[src/rtl/inc_button_conditioner.sv]
// Purpose: synchronise, debounce and edge-detect a raw push-button into a one-cycle inc strobe.
// Latency: inc/btn_level rise 2+DEBOUNCE_CYCLES edges after the first high sample of btn_in.
// Backpressure: none; inc is a registered pulse sampled every cycle downstream.
// Optional feature: define INC_BTN_AUTOREPEAT_EN to emit repeat pulses while the button is held.
module inc_button_conditioner #(
  parameter int DEBOUNCE_CYCLES = 500000,
  parameter int REPEAT_DELAY    = 25000000,
  parameter int REPEAT_PERIOD   = 10000000,
  parameter int CNT_W           = 26
) (
  input  logic clk,
  input  logic rst,
  input  logic btn_in,
  output logic inc,
  output logic btn_level
);

  typedef enum logic [1:0] {
    IDLE     = 2'd0,
    CHECK_HI = 2'd1,
    HELD     = 2'd2,
    CHECK_LO = 2'd3
  } state_t;

  localparam logic [CNT_W-1:0] DB_LAST = CNT_W'(DEBOUNCE_CYCLES - 1);
  localparam logic [CNT_W-1:0] CNT_ONE = CNT_W'(1);

  logic             r_s1;
  logic             r_s2;
  state_t           r_state;
  state_t           w_state_nxt;
  logic [CNT_W-1:0] r_cnt;
  logic [CNT_W-1:0] w_cnt_nxt;
  logic             r_inc;
  logic             w_inc_nxt;
  logic             r_level;
  logic             w_level_nxt;
  logic             w_rep_pulse;

  assign inc       = r_inc;
  assign btn_level = r_level;

  // Two-flop synchroniser for the asynchronous pin; only r_s2 is used downstream.
  always_ff @(posedge clk or posedge rst) begin
    if (rst) begin
      r_s1 <= 1'b0;
      r_s2 <= 1'b0;
    end else begin
      r_s1 <= btn_in;
      r_s2 <= r_s1;
    end
  end

  // State, debounce counter and registered outputs.
  always_ff @(posedge clk or posedge rst) begin
    if (rst) begin
      r_state <= IDLE;
      r_cnt   <= '0;
      r_inc   <= 1'b0;
      r_level <= 1'b0;
    end else begin
      r_state <= w_state_nxt;
      r_cnt   <= w_cnt_nxt;
      r_inc   <= w_inc_nxt;
      r_level <= w_level_nxt;
    end
  end

  // Next-state, counter and output decode; the counter is cleared on every state change.
  always_comb begin
    w_state_nxt = r_state;
    w_cnt_nxt   = r_cnt;
    w_inc_nxt   = 1'b0;
    w_level_nxt = r_level;
    case (r_state)
      IDLE: begin
        if (r_s2) begin
          w_state_nxt = CHECK_HI;
          w_cnt_nxt   = '0;
        end
      end
      CHECK_HI: begin
        if (!r_s2) begin
          w_state_nxt = IDLE;
          w_cnt_nxt   = '0;
        end else if (r_cnt == DB_LAST) begin
          w_state_nxt = HELD;
          w_cnt_nxt   = '0;
          w_inc_nxt   = 1'b1;
          w_level_nxt = 1'b1;
        end else begin
          w_cnt_nxt   = r_cnt + CNT_ONE;
        end
      end
      HELD: begin
        if (!r_s2) begin
          // A repeat pulse falling on this cycle is dropped.
          w_state_nxt = CHECK_LO;
          w_cnt_nxt   = '0;
        end else begin
          // Guard keeps inc from ever being high on two consecutive cycles.
          w_inc_nxt   = w_rep_pulse & ~r_inc;
        end
      end
      CHECK_LO: begin
        if (r_s2) begin
          w_state_nxt = HELD;
          w_cnt_nxt   = '0;
        end else if (r_cnt == DB_LAST) begin
          w_state_nxt = IDLE;
          w_cnt_nxt   = '0;
          w_level_nxt = 1'b0;
        end else begin
          w_cnt_nxt   = r_cnt + CNT_ONE;
        end
      end
      default: begin
        w_state_nxt = IDLE;
        w_cnt_nxt   = '0;
      end
    endcase
  end

`ifdef INC_BTN_AUTOREPEAT_EN
  localparam logic [CNT_W-1:0] REP_DELAY_LAST  = CNT_W'(REPEAT_DELAY - 1);
  localparam logic [CNT_W-1:0] REP_PERIOD_LAST = CNT_W'(REPEAT_PERIOD - 1);

  logic [CNT_W-1:0] r_rcnt;
  logic             r_rep_phase;

  // Phase 0 waits for the initial delay, phase 1 for each subsequent period.
  assign w_rep_pulse = r_rep_phase ? (r_rcnt == REP_PERIOD_LAST)
                                   : (r_rcnt == REP_DELAY_LAST);

  // Repeat counter: runs while staying in HELD, holds through CHECK_LO, restarts per press.
  always_ff @(posedge clk or posedge rst) begin
    if (rst) begin
      r_rcnt      <= '0;
      r_rep_phase <= 1'b0;
    end else if ((w_state_nxt == IDLE) || ((r_state == CHECK_HI) && (w_state_nxt == HELD))) begin
      r_rcnt      <= '0;
      r_rep_phase <= 1'b0;
    end else if ((r_state == HELD) && (w_state_nxt == HELD)) begin
      if (w_rep_pulse) begin
        r_rcnt      <= '0;
        r_rep_phase <= 1'b1;
      end else begin
        r_rcnt      <= r_rcnt + CNT_ONE;
      end
    end
  end
`else
  logic w_unused_rep;

  assign w_rep_pulse  = 1'b0;
  assign w_unused_rep = (REPEAT_DELAY != REPEAT_PERIOD);
`endif

endmodule
[config.mk]
export PLATFORM = sky130hd
export DESIGN_NAME = inc_button_conditioner
export DESIGN_NICKNAME = d
export VERILOG_FILES = /design/src/rtl/inc_button_conditioner.sv
export SDC_FILE = /design/constraint.sdc
export NUM_CORES = 1
export LEC_CHECK = 0
export BUFFER_PORTS_ARGS = -buffer_cell sky130_fd_sc_hd__buf_2
export CAP_MARGIN = 40
export CORE_MARGIN = 2
export CORE_UTILIZATION = 55
export CTS_CLUSTER_SIZE = 16
export DETAILED_ROUTE_END_ITERATION = 6
export HOLD_SLACK_MARGIN = 0.08
export PLACE_DENSITY_LB_ADDON = 0.08
export SLEW_MARGIN = 25
export SYNTH_ARGS = -nofsm -noshare
export SYNTH_HDL_FRONTEND = slang
export SYNTH_SLANG_ARGS = --single-unit
[constraint.sdc]
create_clock -name clk -period 3.5 [get_ports clk]
set_clock_uncertainty 0.15 [all_clocks]
set_input_delay 0.7 -clock clk [delete_from_list [all_inputs] [get_ports clk]]
set_output_delay 0.7 -clock clk [all_outputs]
set_load 0.05 [all_outputs]
; Word level (Yosys, flattened, before mapping)
; Cells that the tools add are included.
[totals]
rom_bits = 0
latch_bits = 0
register_bits = 32
mem_bits_rw = 0
mem_count = 0
[op_classes]
order_cmp = 0
shift = 0
n_eq_ne = 12
n_reduce_logical = 5
n_div = 0
n_mux = 21
multipliers = 0
n_addsub = 1
bitwise_logic = 0
[op_table]
columns = op, n
row1 = 2-to-1 mux 26 bit, 5
row2 = case mux 26 bit (4 select lines), 1
row3 = "adder 26 x 1 -> 26 bit, second input constant", 1
row4 = "== test 26 x 19 -> 1 bit, second input constant", 1
row5 = 2-to-1 mux 2 bit, 6
row6 = "inequality test 2 bit, second input constant", 6
row7 = case mux 2 bit (4 select lines), 1
row8 = 2-to-1 mux 1 bit, 7
row9 = "inequality test 3 bit, second input constant", 2
row10 = AND reduction 5 bit, 1
row11 = "== test 2 bit, second input constant", 2
row12 = AND reduction 4 bit, 1
row13 = "== test 2 x 1 -> 1 bit, second input constant", 1
row14 = logical NOT 2 bit, 1
row15 = case mux 1 bit (2 select lines), 1
row16 = AND reduction 2 bit, 1
row17 = nonzero test 2 bit, 1

; Logic depth before layout (Yosys ltp)
; Gate-level depths: netlist of run 1.
[depth]
ltp_word = 4
ltp_mapped = 8

; Worst setup path after synthesis of run 1
; OpenSTA, ideal clock, no wires.
[synth_path]
path_kind = reg-to-reg
from = reg r_cnt[0]
to = reg r_cnt[20]
stages_incl_launch_ff = 7
required_ns = 3.224
t_arrival_ns = 1.974
path_buffers = 0
path_slack_ns = 1.250
synth_period_minus_slack_ns = 2.250
cell_sequence = dfrtp_1 ha_1 nand4_1 nor4_1 nand2_1 and3_1 a221o_1
[synth_between]
elab_chain_cells = 4
[synth_lines]
columns = element, line
row1 = "start, declared", 32  ; logic [CNT_W-1:0] r_cnt;
row2 = "start signal, assigned", 63  ; r_cnt <= w_cnt_nxt;
row3 = adder 26 x 1 -> 26 bit or == test 26 x 19 -> 1 bit (tied branches), --
row4 = 2-to-1 mux 26 bit *, "86, 109"
row5 = "2-to-1 mux 26 bit, on equally long branches", "106, 83"
row6 = case mux 26 bit (4 select lines) *, 75  ; case (r_state)
; Every way passes the cells marked *; elsewhere a longest branch is shown, timed or not.
; A chain may end at the register's enable or synchronous reset.

; Worst setup path after layout of run 1
[layout_path]
from = reg r_cnt[0]
to = reg r_cnt[14]
; Same word-level chain as after synthesis.

==> flow_summary.json, run 1 <==
{
  "period_needed_ns": 2.604,
  "place_congestion": 0.8392,
  "route.antenna.remaining_nets": 0,
  "maxCapViolCount": 0,
  "drcViolationCount": 0,
  "synth_cells": 194,
  "grtUsageMet1": 0.3104,
  "die_area_sq_um": 3698,
  "detail_route.wl_per_cell_um": 15.29,
  "hold_path.class": "reg2reg",
  "finalCritPeriodShare": 0.7440,
  "io_buffers": 4,
  "tritoncts": "yes",
  "synth.distinct_cells": 44,
  "timing.setup.critical_path_class": "reg2reg",
  "setup_repair_after_global_routing_missed_its_margin": "false",
  "final_critical_path_setup_slack_ns": 0.8960,
  "synth_edf_count": 0,
  "filler_cell_count": 270,
  "vias_per_cell": 6.261,
  "synthesis.yosys.warnings": 0,
  "core_sq_um": 3053,
  "layout.nets": 204,
  "post_cts_buffers": 0,
  "first_iter_violations": 110,
  "clock.fmax_ghz": 0.3840,
  "ys_seq_area_frac": 0.4510,
  "flow.area_growth_from_synthesis_pct": 8.527,
  "max-clock-path-buffers": 2,
  "synth_flop_cell": "dfrtp_1",
  "final_cells": 245,
  "firstDrtPassIters": 4,
  "first_global_vias": 1376,
  "clk_transition_reported_paths_ns": 0.11,
  "floorplan.rows": 20,
  "slew_violations": 0,
  "overflow": 0,
  "timing_hold_violations_final": 0,
  "fin_util": 0.6311,
  "use_met2": 0.3625,
  "postSynth.asyncResetShare": 1.000,
  "syn-mean-instance-area_sq_um": 9.152,
  "cts_inserted_buffers": 5,
  "worstSetupEndpointType": "flip-flop",
  "clk_latency_ns": 0.34,
  "powerDensity_nw_per_um2": 370.2,
  "postCtsHoldBufs": 0,
  "required_time_reported_for_the_critical_path_endpoint_ns": 3.59,
  "clock_sinks": 32,
  "die_height_um": 60.82,
  "ir_worst_vdd_v": 0.0002208,
  "syn_nets": 198,
  "ys_seq_elements": 32,
  "critical_path.max_fanout": 25,
  "dp_cells": 236,
  "grt_antenna_before_repair": 0,
  "maxSlewHeadroom": 0.5732,
  "dp_hpwl_um": 2569,
  "cts-htree-levels": 2,
  "crit_start_category": "flip-flop",
  "grt_max_degree": 33,
  "routed_wirelength_um": 3747,
  "finalHoldWorstSlack_ns": 0.1986,
  "vias": 1534,
  "initial_utilization": 0.5816,
  "setup_viol_count_final": 0,
  "io_pins": 5,
  "worst_slew_pin_slew_ns": 0.6402,
  "total_standard_cell_area_after_synthesis_sq_um": 1775,
  "gr-usage-all-layers": 0.2344,
  "wire_length_of_the_first_global_routing_pass_um": 6292,
  "grt.busiest_layer": "met2",
  "arrival_time_at_the_worst_endpoint_ns": 2.69,
  "worst_slack_at_placement_ns": 0.8051,
  "antennaDiodeCount": 0,
  "die_width_um": 60.82,
  "groute.layer.met3.usage": 0.06397,
  "ctsRootBufferMaster": "clkbuf_4",
  "post_route_cells_drive_above_1_share": 0.1443,
  "postCtsResizedCells": 0,
  "setup_tns_ns": 0,
  "outcome": "finished, final reports clean",
  "leakage_power_total_nw": 0.8132
}
==> cell type report <==
cell class	instances	area, sq um	share of cell area
tap	44	55.05	0.02857
multi-input combinational	144	899.6	0.4669
clock inverter	3	42.54	0.02208
timing repair buffer	9	61.31	0.03182
sequential	32	800.8	0.4156
inverter	8	30.03	0.01558
clock buffer	5	37.54	0.01948
==> final timing paths <==
check | from | to | slack, ns | depth (start not counted)
setup / recovery | r_cnt[0]$_DFFE_PP0P_ | r_cnt[14]$_DFFE_PP0P_ | 0.90 | 8
hold reg to reg | r_s1$_DFF_PP0_ | r_s2$_DFF_PP0_ | 0.20 | 0
max in group asynchronous | rst | r_cnt[15]$_DFFE_PP0P_ | 2.64 | 3
min in group asynchronous | rst | r_cnt[6]$_DFFE_PP0P_ | 0.26 | 3
setup reg to reg | r_cnt[0]$_DFFE_PP0P_ | r_cnt[14]$_DFFE_PP0P_ | 0.90 | 8
hold / removal | r_s1$_DFF_PP0_ | r_s2$_DFF_PP0_ | 0.20 | 0
==> sequential cells by signal, indices dropped and copies added, names as in the netlist, named ones only <==
name and flops:
btn_level 1, inc 1, r_s2 1, r_cnt 26, r_s1 1, r_state 1
==> report_power, final <==
part,internal [W],total (W),switching [W]
clock network,0.000149,0.000285,0.000136
logic,0.0000143,0.0000417,0.0000274
registers,0.000377,0.000387,0.0000100
total,0.000540,0.000713,0.000174
==> per-layer routing <==
layer	share of wire	vias to the layer above
met4	0.012	0
met5	0	-
met1	0.47	746
met2	0.47	42
met3	0.052	6
li1	-	740
==> worst max-delay path, cell delays in order, from the launching register on <==
cell,delay [ns]
dfrtp_1,0.41
ha_1,0.24
nand4_1,0.21
nor4_1,0.58
a21oi_2,0.12
buf_6,0.18
buf_4,0.22
a21o_1,0.18
a22o_1,0.22
==> cells in the mapped netlist (all sizes together), types with 3 or more instances <==
| cell type | n | area (sq um) |
|---|---|---|
| a22o | 3 | 26.28 |
| o21ai | 10 | 50.04 |
| clkbuf | 6 | 22.52 |
| a21oi | 11 | 55.05 |
| buf | 4 | 26.27 |
| nor3 | 4 | 20.02 |
| nor2 | 12 | 45.04 |
| and4 | 4 | 35.03 |
| nor4 | 6 | 52.55 |
| nand4 | 6 | 43.79 |
| nand2 | 23 | 86.33 |
| inv | 8 | 30.03 |
| dfrtp | 32 | 800.8 |
| a31oi | 16 | 100.1 |
| nand3 | 14 | 75.07 |
| nand2b | 4 | 25.02 |
==> layout by cell type, fill, tap and decap left out, types with 2 or more instances in the layout <==
cell type  count
dfrtp_1       32
nand2_1       23
a31oi_1       16
nand3_1       13
nor2_1        12
a21oi_1       10
o21ai_0        9
inv_1          8
nor4_1         5
nand4_1        5
clkbuf_4       5
nor3_1         4
and4_1         4
nand2b_1       4
buf_2          4
buf_4          4
a22o_1         3
xor2_1         2
nor4b_1        2
or4_4          2
o22ai_1        2
and3_1         2
xnor2_1        2
a41oi_1        2
o311ai_0       2
==> per-stage QoR <==
step           area [sq um]  total power (W)
2_1_floorplan          1775        0.0004222
3_3_place_gp           1828        0.0004319
3_5_place_dp           1836        0.0004345
4_1_cts                1916        0.0007183
5_1_grt                1927        0.0007449
6_report               1927        0.0007134
==> kinds of logic after synthesis <==
| kind of cell | count (synthesis) | share of synthesized area |
|---|---|---|
| XOR/XNOR | 4 | 0.01974 |
| buffers and inverters | 18 | 0.04439 |
| multiplexers | 2 | 0.01198 |
| AO/OA/AOI/OAI | 54 | 0.2044 |
| flip-flops | 32 | 0.4510 |
| AND/OR/NAND/NOR | 83 | 0.2614 |
| adder cells (fa/ha/maj) | 1 | 0.007046 |
(Power assumes the default switching activity.)
==> inputs of run 2 (changes only) <==
==> constraint.sdc (replaced) <==
create_clock -name clk -period 2.3 [get_ports clk]
set_clock_uncertainty 0.15 [all_clocks]
set_input_delay 0.46 -clock clk [delete_from_list [all_inputs] [get_ports clk]]
set_output_delay 0.46 -clock clk [all_outputs]
set_load 0.05 [all_outputs]
==> flow_summary.json, run 2 (same netlist as run 1, synthesis figures left out) <==
{
  "wire_length_of_the_first_global_routing_pass_um": 6679,
  "tritoncts": "yes",
  "layout.cells.most_common_list": "28 x dfrtp_1, 23 x nand2_1, 22 x buf_4",
  "seqPwrFrac": 0.528,
  "r2r_setup_slack_ns": 0.09,
  "clock_sinks": 32,
  "layout.nets": 224,
  "die_area_sq_um": 3698,
  "arrival_time_at_the_worst_endpoint_ns": 2.30,
  "grt.busiest_layer": "met2",
  "dpl-instance-area_sq_um": 1953,
  "powerDensity_nw_per_um2": 524.6,
  "worstSetupEndpointType": "flip-flop",
  "grt_max_degree": 33,
  "drcViolationCount": 0,
  "finalCritPeriodShare": 0.9622,
  "leakage_power_total_nw": 0.9152,
  "place_congestion": 0.8228,
  "filler_cell_count": 248,
  "regMostFlops": "r_cnt",
  "comb_power_share": 0.082,
  "min_to": "r_s2$_DFF_PP0_",
  "crit_path_top_delay_cell": "dfrtp_2",
  "critPathBufInv": 3,
  "critPathMaxStageDelay_ns": 0.46,
  "core_sq_um": 3053,
  "vias_per_cell": 6.151,
  "fraction_of_power_consumed_by_the_clock_network": 0.390,
  "route.antenna.remaining_nets": 0,
  "vias": 1630,
  "hold_path.class": "reg2reg",
  "first_global_vias": 1431,
  "regToRegEndpoint": "r_cnt[20]$_DFFE_PP0P_",
  "use_met2": 0.3733,
  "cts_inserted_buffers": 5,
  "fin_util": 0.6943,
  "routed_wirelength_um": 4132,
  "setup_viol_count_final": 0,
  "detail_route.wl_per_cell_um": 15.59,
  "clk_latency_ns": 0.35,
  "floorplan.rows": 20,
  "first_iter_violations": 149,
  "post_route_cells_drive_above_1_share": 0.2398,
  "clk_transition_reported_paths_ns": 0.10,
  "startpoint": "r_cnt[5]$_DFFE_PP0P_",
  "worst_slew_pin_slew_ns": 0.6511,
  "maxSlewHeadroom": 0.5659,
  "critPathMostFrequentCell": "buf_4",
  "switching_power_w": 0.0002727,
  "ir_worst_vdd_v": 0.0004178,
  "largest_register_ffs": 26,
  "die_height_um": 60.82,
  "layout_commonest_cell": "dfrtp_1",
  "clock.fmax_ghz": 0.4519,
  "p_sw_frac": 0.2453,
  "max-clock-path-buffers": 2,
  "critical_path.max_fanout": 18,
  "reg2reg_depth": 7,
  "overflow": 0,
  "groute.layer.met3.usage": 0.07249,
  "maxCapViolCount": 0,
  "die_width_um": 60.82,
  "io_buffers": 4,
  "setup_repair_after_global_routing_missed_its_margin": "true",
  "slew_violations": 0,
  "cts-htree-levels": 2,
  "io_pins": 5,
  "grt_antenna_before_repair": 0,
  "worst_path_dominant_cell_family": "simple AND/OR/NAND/NOR gates",
  "dp_hpwl_um": 2832,
  "crit-reg2reg-launch": "r_cnt[5]$_DFFE_PP0P_",
  "design_area_final_sq_um": 2120,
  "crit_start_category": "flip-flop",
  "firstDrtPassIters": 4,
  "timing.critical_path.depth": 7,
  "required_time_reported_for_the_critical_path_endpoint_ns": 2.38,
  "min_from": "r_s1$_DFF_PP0_",
  "ctsRootBufferMaster": "clkbuf_4",
  "period_needed_ns": 2.213,
  "antennaDiodeCount": 0,
  "grtUsageMet1": 0.3347,
  "flow.area_growth_from_synthesis_pct": 19.38,
  "timing.setup.critical_path_class": "reg2reg",
  "timing_hold_violations_final": 0,
  "outcome": "finished, final reports clean",
  "initial_utilization": 0.5816,
  "gr-usage-all-layers": 0.2488,
  "p_int_w": 0.0008392,
  "min_delay_path_depth": 0,
  "path_cells": "buf_4, or2_2, nor4_1, buf_4, a21oi_4, buf_12, a221o_1"
}
run 2: per-layer routing:
metal / routed length, um / up-vias / part of all wire
met5: 0 / - / 0
met4: 80 / 0 / 0.019
met3: 217 / 10 / 0.053
met2: 1968 / 61 / 0.48
met1: 1865 / 772 / 0.45
li1: - / 787 / -
run 2: worst max path at each step:
stage / endpoint / slack [ns]
2_1_floorplan: r_cnt[20]$_DFFE_PP0P_ / 0.05
3_3_place_gp: r_cnt[25]$_DFFE_PP0P_ / 0.13
3_5_place_dp: r_cnt[21]$_DFFE_PP0P_ / 0.08
4_1_cts: r_cnt[21]$_DFFE_PP0P_ / 0.06
5_1_grt: r_cnt[6]$_DFFE_PP0P_ / -0.008
6_report: r_cnt[20]$_DFFE_PP0P_ / 0.09
run 2: cell type report:
type                       instances  area (sq um)  share of cell area
multi-input combinational        144         923.4              0.4357
sequential                        32         805.8              0.3802
timing repair buffer              29         225.2              0.1063
tap                               44         55.05             0.02597
clock inverter                     3         42.54             0.02007
clock buffer                       5         37.54             0.01771
inverter                           8         30.03             0.01417
run 2: worst reg2reg max path: stages, from the launching register on:
cell	delay, ns
dfrtp_2	0.46
buf_4	0.17
or2_2	0.28
nor4_1	0.27
buf_4	0.18
a21oi_4	0.11
buf_12	0.18
a221o_1	0.30
run 2: power by group through the flow:
stage / Clock (W) / Sequential (W) / Combinational [W]
2_1_floorplan: 0 / 0.000596 / 0.0000466
3_3_place_gp: 0 / 0.000597 / 0.0000720
3_5_place_dp: 0 / 0.000598 / 0.0000754
4_1_cts: 0.000441 / 0.000588 / 0.0000787
5_1_grt: 0.000462 / 0.000589 / 0.000101
6_report: 0.000434 / 0.000587 / 0.0000911
run 2: stage by stage:
step                      power [W]  setup TNS (ns)  hold WS (ns)  setup WS [ns]  instances
after floorplan           0.0006425               0        0.1812        0.04957        194
after global placement    0.0006690               0        0.1830         0.1324        250
after detailed placement  0.0006738               0        0.1864        0.07868        250
after CTS                  0.001107               0        0.2106        0.05505        260
after global routing       0.001151        -0.01531        0.2179      -0.008038        265
final                      0.001112               0        0.2090        0.08704        265
run 2: what timing repair did:
| action | 4_1_cts | 5_1_grt |
|---|---|---|
| buffers inserted | 0 | 5 |
| setup endpoints to repair | 0 | 11 |
| hold buffers | 2 | 0 |
| endpoints found under the hold margin | 33 | 0 |
| resized for setup | 0 | 8 |
==> inputs of run 3 (changes only) <==
--- a/config.mk
+++ b/config.mk
@@ -5,6 +5,7 @@
 export SDC_FILE = /design/constraint.sdc
 export NUM_CORES = 1
 export LEC_CHECK = 0
+export ABC_AREA = 1
 export BUFFER_PORTS_ARGS = -buffer_cell sky130_fd_sc_hd__buf_2
 export CAP_MARGIN = 40
 export CORE_MARGIN = 2
==> flow_summary.json, run 3 <==
{
  "place_congestion": 0.8768,
  "comb_power_share": 0.231,
  "layout.cells.most_common_list": "74 x nand2_1, 41 x nor2_1, 32 x dfrtp_1",
  "most_repeated_cell_in_the_gate_level_netlist_after_synthesis": "nand2_1",
  "clk_transition_reported_paths_ns": 0.11,
  "min_from": "r_s1$_DFF_PP0_",
  "total_standard_cell_area_after_synthesis_sq_um": 1944,
  "route.antenna.remaining_nets": 0,
  "vias_per_cell": 5.142,
  "regMostFlops": "r_cnt",
  "slew_violations": 0,
  "detail_route.wl_per_cell_um": 12.15,
  "yosys.area_share.xor_xnor": 0.04505,
  "die_height_um": 63.46,
  "io_pins": 5,
  "overflow": 0,
  "finalHoldWorstSlack_ns": 0.2174,
  "first_iter_violations": 143,
  "flow.area_growth_from_synthesis_pct": 7.207,
  "outcome": "finished, final reports clean",
  "cts-htree-levels": 2,
  "largest_register_ffs": 26,
  "synthAdderAreaFrac": 0.006435,
  "crit-reg2reg-launch": "r_cnt[0]$_DFFE_PP0P_",
  "synth_cells": 267,
  "ys_seq_elements": 32,
  "synth_top_family_by_area": "simple AND/OR/NAND/NOR gates",
  "setup_repair_after_global_routing_missed_its_margin": "false",
  "postCtsHoldBufs": 2,
  "required_time_reported_for_the_critical_path_endpoint_ns": 2.38,
  "maxSlewHeadroom": 0.6964,
  "period_needed_ns": 1.844,
  "postSynth.asyncResetShare": 1.000,
  "crit_start_category": "flip-flop",
  "synthMuxAreaShare": 0,
  "die_area_sq_um": 4027,
  "design_area_final_sq_um": 2085,
  "core_sq_um": 3363,
  "hold_path.class": "reg2reg",
  "synth-compound-area-share": 0.06885,
  "routed_wirelength_um": 3949,
  "worstSetupEndpointType": "flip-flop",
  "yosysTopAreaCellShare": 0.4118,
  "min_delay_path_depth": 0,
  "gr-usage-all-layers": 0.2273,
  "post_route_cells_drive_above_1_share": 0.1075,
  "post_cts_buffers": 0,
  "ctsRootBufferMaster": "clkbuf_4",
  "grt_antenna_before_repair": 0,
  "synth_edf_count": 0,
  "layout_commonest_cell": "nand2_1",
  "vias": 1671,
  "synthSimpleGateAreaFrac": 0.3919,
  "arrival_time_at_the_worst_endpoint_ns": 1.93,
  "floorplan.rows": 21,
  "grt_max_degree": 33,
  "synthDominantAreaCellType": "dfrtp_1",
  "switching_power_w": 0.0004565,
  "syn_nets": 271,
  "regToRegEndpoint": "r_cnt[10]$_DFFE_PP0P_",
  "max-clock-path-buffers": 2,
  "synthTopCellsByArea": "dfrtp_1 41%, nand2_1 14%, nor2_1 7.9%, nand3_1 6.7%, inv_1 6.0%",
  "antennaDiodeCount": 0,
  "syn-mean-instance-area_sq_um": 7.282,
  "maxCapViolCount": 0,
  "setup_tns_ns": 0,
  "ir_worst_vdd_v": 0.0006587,
  "layout.nets": 282,
  "first_global_vias": 1486,
  "clock_sinks": 32,
  "clock.fmax_ghz": 0.5424,
  "p_sw_frac": 0.3574,
  "die_width_um": 63.46,
  "dpl-instance-area_sq_um": 2006,
  "firstDrtPassIters": 4,
  "ys_seq_area_frac": 0.4118,
  "min_to": "r_s2$_DFF_PP0_",
  "synth_flop_cell": "dfrtp_1",
  "synth.distinct_cells": 26,
  "postCtsResizedCells": 0,
  "reg2reg_depth": 8,
  "timing.setup.critical_path_class": "reg2reg",
  "powerDensity_nw_per_um2": 612.9,
  "finalCritPeriodShare": 0.8016,
  "initial_utilization": 0.5781,
  "fraction_of_power_consumed_by_the_clock_network": 0.272,
  "wire_length_of_the_first_global_routing_pass_um": 6989,
  "p_int_w": 0.0008210,
  "worst_slew_pin_slew_ns": 0.4537,
  "synth.cells.most_frequent": "74 x nand2_1, 41 x nor2_1, 32 x dfrtp_1",
  "io_buffers": 4,
  "drcViolationCount": 0,
  "synthesis.yosys.warnings": 0,
  "setup_viol_count_final": 0,
  "r2r_setup_slack_ns": 0.46,
  "cts_inserted_buffers": 5,
  "timing_hold_violations_final": 0,
  "tritoncts": "yes",
  "dp_hpwl_um": 2822,
  "leakage_power_total_nw": 0.9819,
  "critical_path.max_fanout": 15,
  "seqPwrFrac": 0.497,
  "clk_latency_ns": 0.35
}
[run 3: cell count changes after synthesis, moves of 5 or more]
cell | before | now
a21oi_1 | 11 | 3
a31oi_1 | 16 | 0
clkbuf_1 | 6 | 0
inv_1 | 8 | 31
nand2_1 | 23 | 74
nand2_2 | 0 | 5
nand3_1 | 13 | 26
nor2_1 | 12 | 41
nor4_1 | 5 | 0
xor2_1 | 2 | 8
[run 3: worst max path at each step]
stage / start / cells past startpoint / slack, ns / endpoint
after floorplan: r_cnt[0]$_DFFE_PP0P_ / 9 / 0.68 / r_cnt[24]$_DFFE_PP0P_
after global placement: r_cnt[0]$_DFFE_PP0P_ / 8 / 0.54 / r_cnt[6]$_DFFE_PP0P_
after detailed placement: r_cnt[0]$_DFFE_PP0P_ / 8 / 0.49 / r_cnt[6]$_DFFE_PP0P_
after CTS: r_cnt[0]$_DFFE_PP0P_ / 8 / 0.45 / r_cnt[10]$_DFFE_PP0P_
after global routing: r_cnt[0]$_DFFE_PP0P_ / 9 / 0.31 / flip-flop
final: r_cnt[0]$_DFFE_PP0P_ / 8 / 0.46 / r_cnt[10]$_DFFE_PP0P_
[run 3: power groups by stage]
stage | clock network [W] | logic (W) | registers (W)
6_report | 0.000348 | 0.000295 | 0.000635
5_1_grt | 0.000376 | 0.000334 | 0.000642
4_1_cts | 0.000350 | 0.000301 | 0.000634
3_5_place_dp | 0 | 0.000296 | 0.000645
3_3_place_gp | 0 | 0.000293 | 0.000644
2_1_floorplan | 0 | 0.000248 | 0.000640
[run 3: layout make-up]
class	count	area, sq um
Tap cell	46	57.56
Multi-Input combinational cell	199	996.0
Sequential cell	32	800.8
Fill cell	312	1279
Inverter	33	123.9
Timing Repair Buffer	7	47.55
Clock buffer	8	58.81
[run 3: critical path: stages, from the launching register on]
cell     delay, ns
dfrtp_1       0.40
ha_1          0.21
nand2_2       0.08
nor2_1        0.21
nand3_2       0.14
nor2_4        0.16
nor2_4        0.11
nor2_4        0.18
nor2_1        0.07
[run 3: metrics by stage]
step	total power, W	std cells	util	worst slack, ns
after CTS	0.001285	325	0.6198	0.4550
after detailed placement	0.0009417	315	0.5964	0.4895
after floorplan	0.0008872	267	-	0.6847
after global routing	0.001353	325	0.6198	0.3059
after global placement	0.0009368	315	0.5964	0.5366
final	0.001278	325	0.6198	0.4562
[run 3: logic make-up (layout without fill, tap and decap cells)]
logic type      Yosys count  in the layout
buf+inv                  36             48
simple gates            164            164
fa+ha+maj                 1              1
compound gates           24             24
flops                    32             32
xor+xnor                 10             10
[run 3: per-layer routing]
| metal | global-route usage | share of wire | wire length (um) | vias to the layer above |
|---|---|---|---|---|
| met2 | 0.3395 | 0.45 | 1779 | 29 |
| met1 | 0.3225 | 0.50 | 1965 | 767 |
| li1 | - | - | - | 871 |
| met5 | 0 | 0 | 0 | - |
| met3 | 0.05893 | 0.039 | 154 | 4 |
| met4 | 0.07337 | 0.013 | 50 | 0 |
